--- config.mk ---
export PLATFORM = sky130hd
export DESIGN_NAME = psu_pwrok_monitor
export DESIGN_NICKNAME = d
export VERILOG_FILES = /design/src/rtl/psu_pwrok_monitor.sv
export SDC_FILE = /design/constraint.sdc
export NUM_CORES = 1
export LEC_CHECK = 0
export ABC_CLOCK_PERIOD_IN_PS = 4640
export CORE_MARGIN = 8
export CORE_UTILIZATION = 29
export DETAILED_ROUTE_END_ITERATION = 12
export GPL_TIMING_DRIVEN = 0
export PLACE_DENSITY = 0.53
export RECOVER_POWER = 25
export SLEW_MARGIN = 20
export SYNTH_ARGS = -nofsm -noshare
export SYNTH_HDL_FRONTEND = slang
export SYNTH_SLANG_ARGS = --single-unit
--- constraint.sdc ---
create_clock -name iClk -period 4.64 [get_ports iClk]
set_input_delay 1.16 -clock iClk [delete_from_list [all_inputs] [get_ports iClk]]
set_output_delay 1.16 -clock iClk [all_outputs]
set_load 0.01 [all_outputs]
--- src/rtl/psu_pwrok_monitor.sv ---
// PSU power-on sequencer: drives PS_ON and qualifies PWROK with debounce and timeout.
// Optional macro PSU_PWROK_GLITCH_FILTER_EN tolerates short PWROK drops while ON.
module psu_pwrok_monitor #(
    parameter int DEBOUNCE_CYC      = 2000,
    parameter int GLITCH_CYC        = 20,
    parameter int TIMEOUT_SHORT_CYC = 100000,
    parameter int TIMEOUT_LONG_CYC  = 2000000
) (
    input  logic       iClk,
    input  logic       iRst_n,
    input  logic       iPsOnReq,
    input  logic       iPsuPwrOk,
    input  logic       iTimeoutSel,
    output logic       oPsuEn,
    output logic       oPsuGood,
    output logic       oPsuFault,
    output logic [1:0] oFaultCode
);

    localparam int               DEB_W        = $clog2(DEBOUNCE_CYC + 1);
    localparam logic [DEB_W-1:0] DEB_LAST     = DEB_W'(DEBOUNCE_CYC - 1);
    localparam logic [20:0]      TIMER_MAX    = '1;
    localparam logic [20:0]      SHORT_TARGET = 21'(TIMEOUT_SHORT_CYC);
    localparam logic [20:0]      LONG_TARGET  = 21'(TIMEOUT_LONG_CYC);

    localparam logic [1:0] FC_NONE    = 2'b00;
    localparam logic [1:0] FC_TIMEOUT = 2'b01;
    localparam logic [1:0] FC_LOST    = 2'b10;

    if (DEBOUNCE_CYC < 1 || GLITCH_CYC < 1 ||
        TIMEOUT_SHORT_CYC > 2097151 || TIMEOUT_LONG_CYC > 2097151) begin : g_bad_params
        $error("psu_pwrok_monitor: parameter out of range");
    end

    typedef enum logic [1:0] {
        ST_OFF,
        ST_WAIT_OK,
        ST_ON,
        ST_FAULT
    } state_t;

    state_t           state_q, state_d;
    logic [20:0]      timer_q, timer_d;
    logic [DEB_W-1:0] deb_q, deb_d;
    logic             sel_q, sel_d;
    logic [1:0]       code_q, code_d;
    logic             en_q, en_d;
    logic             good_q, good_d;
    logic             fault_q, fault_d;
    logic             sync1_q, sync2_q;
    logic             pwrok_s;
    logic             pwrok_lost;
    logic [20:0]      target;

    assign pwrok_s = sync2_q;

`ifdef PSU_PWROK_GLITCH_FILTER_EN
    localparam int              GL_W    = $clog2(GLITCH_CYC + 1);
    localparam logic [GL_W-1:0] GL_LAST = GL_W'(GLITCH_CYC - 1);
    logic [GL_W-1:0] glitch_q, glitch_d;
    // Loss is declared on the GLITCH_CYC-th consecutive low sample.
    assign pwrok_lost = !pwrok_s && (glitch_q == GL_LAST);
`else
    assign pwrok_lost = !pwrok_s;
`endif

    always_comb begin
        state_d  = state_q;
        timer_d  = timer_q;
        deb_d    = deb_q;
        sel_d    = sel_q;
        code_d   = code_q;
`ifdef PSU_PWROK_GLITCH_FILTER_EN
        glitch_d = glitch_q;
`endif
        target   = sel_q ? SHORT_TARGET : LONG_TARGET;

        // Dropping the request overrides every other transition.
        if (!iPsOnReq) begin
            state_d = ST_OFF;
        end else begin
            case (state_q)
                ST_OFF: begin
                    state_d = ST_WAIT_OK;
                    timer_d = '0;
                    deb_d   = '0;
                    sel_d   = iTimeoutSel;
                    code_d  = FC_NONE;
                end
                ST_WAIT_OK: begin
                    if (timer_q != TIMER_MAX) timer_d = timer_q + 21'd1;
                    deb_d = pwrok_s ? deb_q + DEB_W'(1) : '0;
                    // Debounce completion has priority over a simultaneous timeout.
                    if (pwrok_s && (deb_q == DEB_LAST)) begin
                        state_d  = ST_ON;
`ifdef PSU_PWROK_GLITCH_FILTER_EN
                        glitch_d = '0;
`endif
                    end else if (timer_q == target) begin
                        state_d = ST_FAULT;
                        code_d  = FC_TIMEOUT;
                    end
                end
                ST_ON: begin
`ifdef PSU_PWROK_GLITCH_FILTER_EN
                    glitch_d = pwrok_s ? '0 : glitch_q + GL_W'(1);
`endif
                    if (pwrok_lost) begin
                        state_d = ST_FAULT;
                        code_d  = FC_LOST;
                    end
                end
                ST_FAULT: state_d = ST_FAULT;
                default:  state_d = ST_OFF;
            endcase
        end

        en_d    = (state_d == ST_WAIT_OK) || (state_d == ST_ON);
        good_d  = (state_d == ST_ON);
        fault_d = (state_d == ST_FAULT);
    end

    always_ff @(posedge iClk) begin
        if (!iRst_n) begin
            state_q  <= ST_OFF;
            timer_q  <= '0;
            deb_q    <= '0;
            sel_q    <= 1'b0;
            code_q   <= FC_NONE;
            en_q     <= 1'b0;
            good_q   <= 1'b0;
            fault_q  <= 1'b0;
            sync1_q  <= 1'b0;
            sync2_q  <= 1'b0;
`ifdef PSU_PWROK_GLITCH_FILTER_EN
            glitch_q <= '0;
`endif
        end else begin
            state_q  <= state_d;
            timer_q  <= timer_d;
            deb_q    <= deb_d;
            sel_q    <= sel_d;
            code_q   <= code_d;
            en_q     <= en_d;
            good_q   <= good_d;
            fault_q  <= fault_d;
            sync1_q  <= iPsuPwrOk;
            sync2_q  <= sync1_q;
`ifdef PSU_PWROK_GLITCH_FILTER_EN
            glitch_q <= glitch_d;
`endif
        end
    end

    assign oPsuEn     = en_q;
    assign oPsuGood   = good_q;
    assign oPsuFault  = fault_q;
    assign oFaultCode = code_q;

endmodule

==> flow_summary.ini, run 1 <==
[sta]
timing.final.ws_setup_ns = 1.44
setup_viol = 0
drv_slew = 0
finClkSkew_ns = 0.0103
relSlewSlack_pct = 35.2
finalCritPeriodShare_pct = 69.0
period_needed_ns = 3.20
finalSetupTns_ns = 0
finalHoldViolations = 0
max_freq_mhz = 312
tightest_slew_ns = 0.964
rsz0062_at_grt = no

[power]
ir_drop_v = 0.000155
power_switching_mw = 0.145
p_seq_share_pct = 58.6
combPwrFrac_pct = 4.4
swShare_pct = 23.2
clkPwrFrac_pct = 37.0
powerDensity_mw_per_mm2 = 269
internal_power_mw = 0.479
cellLeakagePower_nw = 0.747

[clock_network]
cts_setup_buffers = 0
clockRootBuffer = clkbuf_8
worstSkewPairLatency_ns = 0.29
numClockSinks = 42
cts_tree = built
path_clk_slew_ns = 0.08
cts_inserted_buffers = 5
cts-resized-gates = 0
clockBufferDepth = 2
h-tree-depth = 2
ctsHoldBuffers = 0

[critical_path]
arrival_ns = 3.36
end_kind = flip-flop
worstPathMaxFanout = 10
rr_worst_depth = 7
crit_path_start_kind = input port
crit_type = in -> reg
cp_slowest_cell = dlygate4sd3_1
r2r_setup_slack_ns = 2.15
cp_num_cells = 7
path_cells = dlygate4sd3_1 -> and2b_1 -> clkbuf_1 -> nand4_4 -> nor4b_1 -> xnor2_1 -> nor2_1
path_buf_inv = 2
cp_slowest_stage_delay_ns = 0.62
path_delay_family = buffers and inverters
cp.required_ns = 4.80

[synthesis]
synth-seq-area-share_pct = 41.1
syn_area_mm2 = 0.00205
synth_common_cells = dfxtp_1 (42), nor2_1 (36), nand2_1 (18)
async_flop_share_pct = 0
ys_seq_elements = 42
yosys.area.top_type = dfxtp_1
syn_inst = 234
ys_types = 41
synth-main-ff-cell = dfxtp_1
synthMostInstantiatedCell = dfxtp_1
synth_top_area_share_pct = 41.1
synth_nets = 244
yosys_warnings = 0
synth.area.top_cells = dfxtp_1 (41%), xnor2_1 (7.3%), nor2_1 (6.6%), nand4_1 (3.4%), nand2_1 (3.3%)
avgSynthCellArea_um2 = 8.75
synth_edf_count = 0

[min_path]
hold_path_depth = 1
hold_class = reg -> reg

[placed_design]
post-place-ws_ns = 1.20
gp_congestion = 0.767
dp_cells = 339
io_buffers = 9
dp_hpwl_mm = 3.03

[route]
wl_mm = 4.19
drc = 0
via_count = 1650
viasPerCell = 4.76
drtAntennaViolNets = 0
drt-pass1-iter-count = 4
wl_per_cell_um = 12.1
drt_iter0_drc = 91

[finish]
final_layout_size_suffix_gt1_share_pct = 6.37
nets = 260
syn_to_final_growth_pct = 13.4
fill_cells = 756
final_cells = 347
n_antenna_cell = 0

[die]
rows = 30
dieArea_mm2 = 0.0100
start_util_pct = 30.0
die_w_um = 100
io_pins = 10
fp.dieH_um = 100
core-area_mm2 = 0.00683

[grt]
grtUsageTotal_pct = 9.06
grt_overflow = 0
grt_pass1_wl_mm = 7.42
grt_pass1_vias = 1586
antenna_found_initial = 0
grt_max_degree = 14

[run]
cap_violations = 0

[run_status]
status = finished clean
-- state kept, by name (all words and copies together), names as in the netlist --
name / cells
oFaultCode: 2
oPsuFault: 1
sync1_q: 1
oPsuGood: 1
oPsuEn: 1
state_q: 2
timer_q: 21
sel_q: 1
deb_q: 11
pwrok_s: 1
-- power groups by stage --
stage          Combinational [mW]  Clock [mW]  Sequential (mW)
2_1_floorplan              0.0175           0            0.374
3_3_place_gp               0.0289           0            0.374
3_5_place_dp               0.0289           0            0.374
4_1_cts                    0.0290       0.243            0.366
5_1_grt                    0.0312       0.261            0.366
6_report                   0.0274       0.231            0.366
-- routing by layer --
metal  track usage [%]  wire [um]  vias to the layer above
li1                  -          -                      854
met1              11.0       2130                      764
met2              14.9       1870                       25
met3              2.35        140                        7
met4              3.49         56                        0
met5                 0          0                        -
-- logic make-up (layout without fill, tap and decap cells) --
family                     after synthesis  in the layout  share of synthesized area [%]
AOI/OAI and AO/OA                       30             30                           9.47
and+or+nand+nor                        121            121                           34.1
buffers and inverters                   14             31                           2.87
xor gates and xnor gates                22             22                           9.41
DFF                                     42             42                           41.1
adders and majority gates                5              5                           3.06
-- worst paths after layout --
check                                              start                  endpoint
worst max-delay path                            iPsOnReq  timer_q[14]$_SDFFE_PN0P_
worst min-delay path                  sync1_q$_SDFF_PN0_        pwrok_s$_SDFF_PN0_
worst max register to register  timer_q[10]$_SDFFE_PN0P_         oPsuEn$_SDFF_PN0_
worst min register to register        sync1_q$_SDFF_PN0_        pwrok_s$_SDFF_PN0_
-- layout by cell type (no fill, tap or decap), types with 4 or more instances in the layout --
master,n
a21oi_1,11
and2_1,6
clkbuf_1,6
clkbuf_8,5
clkdlybuf4s50_1,5
dfxtp_1,42
dlygate4sd3_1,4
ha_1,5
inv_1,7
nand2_1,18
nand3_1,9
nand4_1,11
nor2_1,36
nor3_1,10
nor4_1,5
o21ai_0,9
or3_1,6
xnor2_1,17
xor2_1,5
-- per-stage QoR --
stage / utilization, % / total power, mW / area [um2] / hold slack, ns
final: 34.0 / 0.624 / 2320 / 0.445
after global routing: 34.0 / 0.658 / 2320 / 0.492
after CTS: 34.3 / 0.638 / 2340 / 0.451
after detailed placement: 33.0 / 0.403 / 2260 / 0.428
after floorplan: - / 0.391 / 2050 / 0.412
after global placement: 33.0 / 0.403 / 2260 / 0.420
-- worst register-to-register path, delay by kind of cell, from the launching register on --
| family | cells | cell delay, ns |
|---|---|---|
| AOI/OAI and AO/OA | 2 | 0.99 |
| adders and majority gates | 1 | 0.26 |
| DFF | 1 | 0.46 |
| and+or+nand+nor | 4 | 0.73 |
-- area by class of cell --
| cell class | count | area (um2) | share of cell area [%] |
|---|---|---|---|
| inverters | 7 | 26.3 | 1.13 |
| flip-flops and latches | 42 | 841 | 36.2 |
| clock inverters | 2 | 13.8 | 0.593 |
| plain buffers | 7 | 28.8 | 1.24 |
| multi-input cells | 178 | 1130 | 48.6 |
| repair buffers | 9 | 90.1 | 3.88 |
| well taps | 96 | 120 | 5.18 |
| clock buffers | 6 | 72.6 | 3.13 |
Power figures use the tool's default switching activity.
==> run 2: changes to the inputs <==
ABC_CLOCK_PERIOD_IN_PS = 2760   (was 4640)
PLACE_DENSITY = 0.55   (was 0.53)
clock period = 2.76 ns   (was 4.64 ns; I/O delays follow)
==> flow_summary.ini, run 2 (synthesis gave the netlist of run 1 again) <==
[run]
cap_violations = 0

[route]
wl_mm = 4.29
drc = 0
drt-pass1-iter-count = 4
via_count = 1635
viasPerCell = 4.71
wl_per_cell_um = 12.4
drtAntennaViolNets = 0
drt_iter0_drc = 125

[sta]
holdWs_ns = 0.442
finalCritPeriodShare_pct = 85.5
tightest_slew_ns = 0.980
setup_viol = 0
finClkSkew_ns = 0.0167
max_freq_mhz = 424
relSlewSlack_pct = 34.1
finalSetupTns_ns = 0
finalHoldViolations = 0
drv_slew = 0
rsz0062_at_grt = no
timing.final.ws_setup_ns = 0.400
period_needed_ns = 2.36

[run_status]
status = finished clean

[die]
fp.dieH_um = 100
dieArea_mm2 = 0.0100
die_w_um = 100
rows = 30
start_util_pct = 30.0
io_pins = 10
core-area_mm2 = 0.00683

[critical_path]
r2r_setup_slack_ns = 0.65
cp_common_cell = clkbuf_1
cp_slowest_stage_delay_ns = 0.56
end_kind = flip-flop
crit_type = in -> reg
path_delay_family = buffers and inverters
cp_slowest_cell = clkdlybuf4s50_1
path_buf_inv = 3
path_cells = clkdlybuf4s50_1 -> nand2b_1 -> clkbuf_1 -> o21ai_2 -> clkbuf_1 -> nor2_1
crit_path_start_kind = input port
arrival_ns = 2.53
worstPathMaxFanout = 10
cp.required_ns = 2.93

[placed_design]
gp_congestion = 0.767
dp_hpwl_mm = 3.03
post-place-ws_ns = -0.183
io_buffers = 9

[finish]
final_layout_size_suffix_gt1_share_pct = 7.97
final_util_pct = 34.7
final_cell_mix = dfxtp_1 (42), nor2_1 (36), nand2_1 (18), xnor2_1 (17)
syn_to_final_growth_pct = 16.0
n_antenna_cell = 0
largest_register = timer_q
final_common_cell = dfxtp_1
reg_top3 = timer_q: 21 flops, deb_q: 11 flops
nets = 260
largest_reg_flops = 21

[grt]
grt_pass1_wl_mm = 7.26
antenna_found_initial = 0
grtUsageTotal_pct = 9.04
grt_max_degree = 15
grt_pass1_vias = 1498
grt_overflow = 0

[clock_network]
ctsHoldBuffers = 0
numClockSinks = 42
clockBufferDepth = 2
path_clk_slew_ns = 0.08
worstSkewPairLatency_ns = 0.30
clockRootBuffer = clkbuf_8
h-tree-depth = 2
cts_tree = built
cts-resized-gates = 0
cts_inserted_buffers = 5
cts_setup_buffers = 0

[power]
cellLeakagePower_nw = 0.771
ir_drop_v = 0.000251
powerDensity_mw_per_mm2 = 491
power_mw = 1.17

[min_path]
hold_class = reg -> reg
run 2: changes by cell type in the layout (fill, tap and decap cells not counted):
cell,change
clkinv_4,-1
clkdlybuf4s50_1,-1
bufinv_16,+1
inv_6,+1
o21ai_2,+1
o21ai_1,-1
a2111oi_0,-1
clkbuf_1,-2
a2111oi_4,+1
dlygate4sd3_1,+1
buf_4,+1
run 2: path summary, 6_finish.rpt:
check | startpoint | depth (start not counted) | to
max | iPsOnReq | 6 | timer_q[14]$_SDFFE_PN0P_
min | sync1_q$_SDFF_PN0_ | 1 | pwrok_s$_SDFF_PN0_
max reg2reg | timer_q[9]$_SDFFE_PN0P_ | 5 | timer_q[14]$_SDFFE_PN0P_
min reg2reg | sync1_q$_SDFF_PN0_ | 1 | pwrok_s$_SDFF_PN0_
run 2: routing by layer:
metal,part of all wire [%],vias up,GRT usage [%],wire [um]
met3,3.9,2,3.67,168
met5,0,-,0,0
met1,50,749,11.1,2160
li1,-,858,-,-
met4,0.70,0,3.14,30
met2,45,26,13.9,1930
run 2: where the power goes:
group          internal (mW)  switching, mW
Clock                  0.271          0.231
Combinational         0.0166         0.0314
Sequential             0.611        0.00362
Total                  0.899          0.266
run 2: layout make-up:
type                    count  area, um2
fillers                   721       4460
multi-input cells         178       1150
clock inverters             3       43.8
flip-flops and latches     42        841
inverters                   7       26.3
well taps                  96        120
clock buffers               5       68.8
plain buffers               7       32.5
repair buffers              9       90.1
run 2: worst reg2reg max path, cell delays in order, from the launching register on:
cell     delay [ns]
dfxtp_1        0.54
nand4_4        0.18
nor4_1         0.87
nor4b_1        0.15
xnor2_1        0.18
nor2_1         0.05
run 2: through the flow:
step                      instances  cell area [um2]
after detailed placement        339             2260
after global placement          339             2260
after floorplan                 234             2050
after global routing            347             2370
after CTS                       347             2370
final                           347             2370
==> run 3: changes to the inputs <==
CORE_UTILIZATION = 30   (was 29)
PLACE_DENSITY = 0.56   (was 0.55)
==> flow_summary.ini, run 3 (synthesis gave the netlist of run 1 again) <==
[critical_path]
crit_path_start_kind = input port
end_kind = flip-flop
arrival_ns = 2.70
worstPathMaxFanout = 10
crit_type = in -> reg
reg2reg_from = timer_q[10]$_SDFFE_PN0P_
cp.required_ns = 2.93
path_cells = clkdlybuf4s50_1 -> nand2b_1 -> clkbuf_1 -> o21ai_1 -> clkbuf_1 -> nor2_1
cp_slowest_stage_delay_ns = 0.65
cp_common_cell = clkbuf_1
cp_slowest_cell = o21ai_1
startpoint = iPsOnReq
rr_worst_depth = 7

[die]
core-area_mm2 = 0.00668
dieArea_mm2 = 0.00972
die_w_um = 98.6
rows = 30
io_pins = 10
fp.dieH_um = 98.6
start_util_pct = 30.6

[clock_network]
cts_tree = built
cts_setup_buffers = 0
cts_inserted_buffers = 5
h-tree-depth = 2
numClockSinks = 42
clockRootBuffer = clkbuf_8
path_clk_slew_ns = 0.08
clockBufferDepth = 2
cts-resized-gates = 0
ctsHoldBuffers = 0
worstSkewPairLatency_ns = 0.29

[route]
drt_iter0_drc = 75
wl_mm = 4.10
viasPerCell = 4.96
via_count = 1643
drtAntennaViolNets = 0
wl_per_cell_um = 12.4
drt-pass1-iter-count = 4
drc = 0

[finish]
largest_register = timer_q
final_cell_mix = dfxtp_1 (42), nor2_1 (36), nand2_1 (18), xnor2_1 (17)
reg_top3 = timer_q: 21 flops, deb_q: 11 flops
syn_to_final_growth_pct = 13.5
final_common_cell = dfxtp_1
largest_reg_flops = 21
fill_cells = 716
final_util_pct = 34.8
nets = 260
n_antenna_cell = 0
final_layout_size_suffix_gt1_share_pct = 7.17

[run]
cap_violations = 0

[placed_design]
io_buffers = 9
post-place-ws_ns = -0.169
dp_hpwl_mm = 2.96
gp_congestion = 0.760

[power]
cellLeakagePower_nw = 0.753
powerDensity_mw_per_mm2 = 452
power_mw = 1.05
ir_drop_v = 0.000259

[grt]
grt_overflow = 0
grt_pass1_vias = 1563
grt_max_degree = 14
grtUsageTotal_pct = 9.02
grt_pass1_wl_mm = 7.34
antenna_found_initial = 0

[min_path]
hold_path_depth = 1
hold_class = reg -> reg
hold_start = sync1_q$_SDFF_PN0_

[sta]
finClkSkew_ns = 0.0107
period_needed_ns = 2.53
drv_slew = 0
tightest_slew_ns = 0.884
finalHoldViolations = 0
rsz0062_at_grt = no
relSlewSlack_pct = 40.5
max_freq_mhz = 395
setup_viol = 0
timing.final.ws_setup_ns = 0.226
finalCritPeriodShare_pct = 91.8

[run_status]
status = finished clean
[run 3: cell type report]
cell class	instances	area (um2)	share of cell area (%)
Buffer	7	32.5	1.40
Clock buffer	6	72.6	3.12
Clock inverter	2	13.8	0.592
Inverter	7	26.3	1.13
Multi-Input combinational cell	178	1150	49.4
Sequential cell	42	841	36.2
Tap cell	80	100	4.31
Timing Repair Buffer	9	90.1	3.88
[run 3: through the flow]
step	cell area (um2)	instances	setup TNS, ns	hold WS [ns]
floorplan	2050	234	0	0.412
global placement	2240	323	-1.83	0.419
detailed placement	2240	323	-1.62	0.422
CTS	2320	331	0	0.445
global route	2320	331	0	0.492
finish	2320	331	0	0.446
[run 3: worst max-delay path, delay by kind of cell]
| kind | cells | cell delay, ns |
|---|---|---|
| buffers and inverters | 3 | 1.18 |
| AO/OA/AOI/OAI | 1 | 0.65 |
| AND/OR/NAND/NOR | 2 | 0.17 |
[run 3: power breakdown]
part | switching [mW] | internal [mW] | total, mW
Combinational | 0.0304 | 0.0164 | 0.0468
Sequential | 0.00367 | 0.611 | 0.615
Clock | 0.211 | 0.179 | 0.389
[run 3: path summary, 6_finish.rpt]
path,endpoint,slack (ns)
worst max register to register,oPsuEn$_SDFF_PN0_,0.69
worst min-delay path,pwrok_s$_SDFF_PN0_,0.45
worst min register to register,pwrok_s$_SDFF_PN0_,0.45
worst max-delay path,timer_q[12]$_SDFFE_PN0P_,0.23
[run 3: metal layers]
layer  global-route usage (%)  share of wire (%)  up-vias
met1                     11.2                 50      760
met4                     2.83                1.1        0
met5                        0                  0        -
met3                     2.40                3.0        5
met2                     14.8                 46       18
li1                         -                  -      860
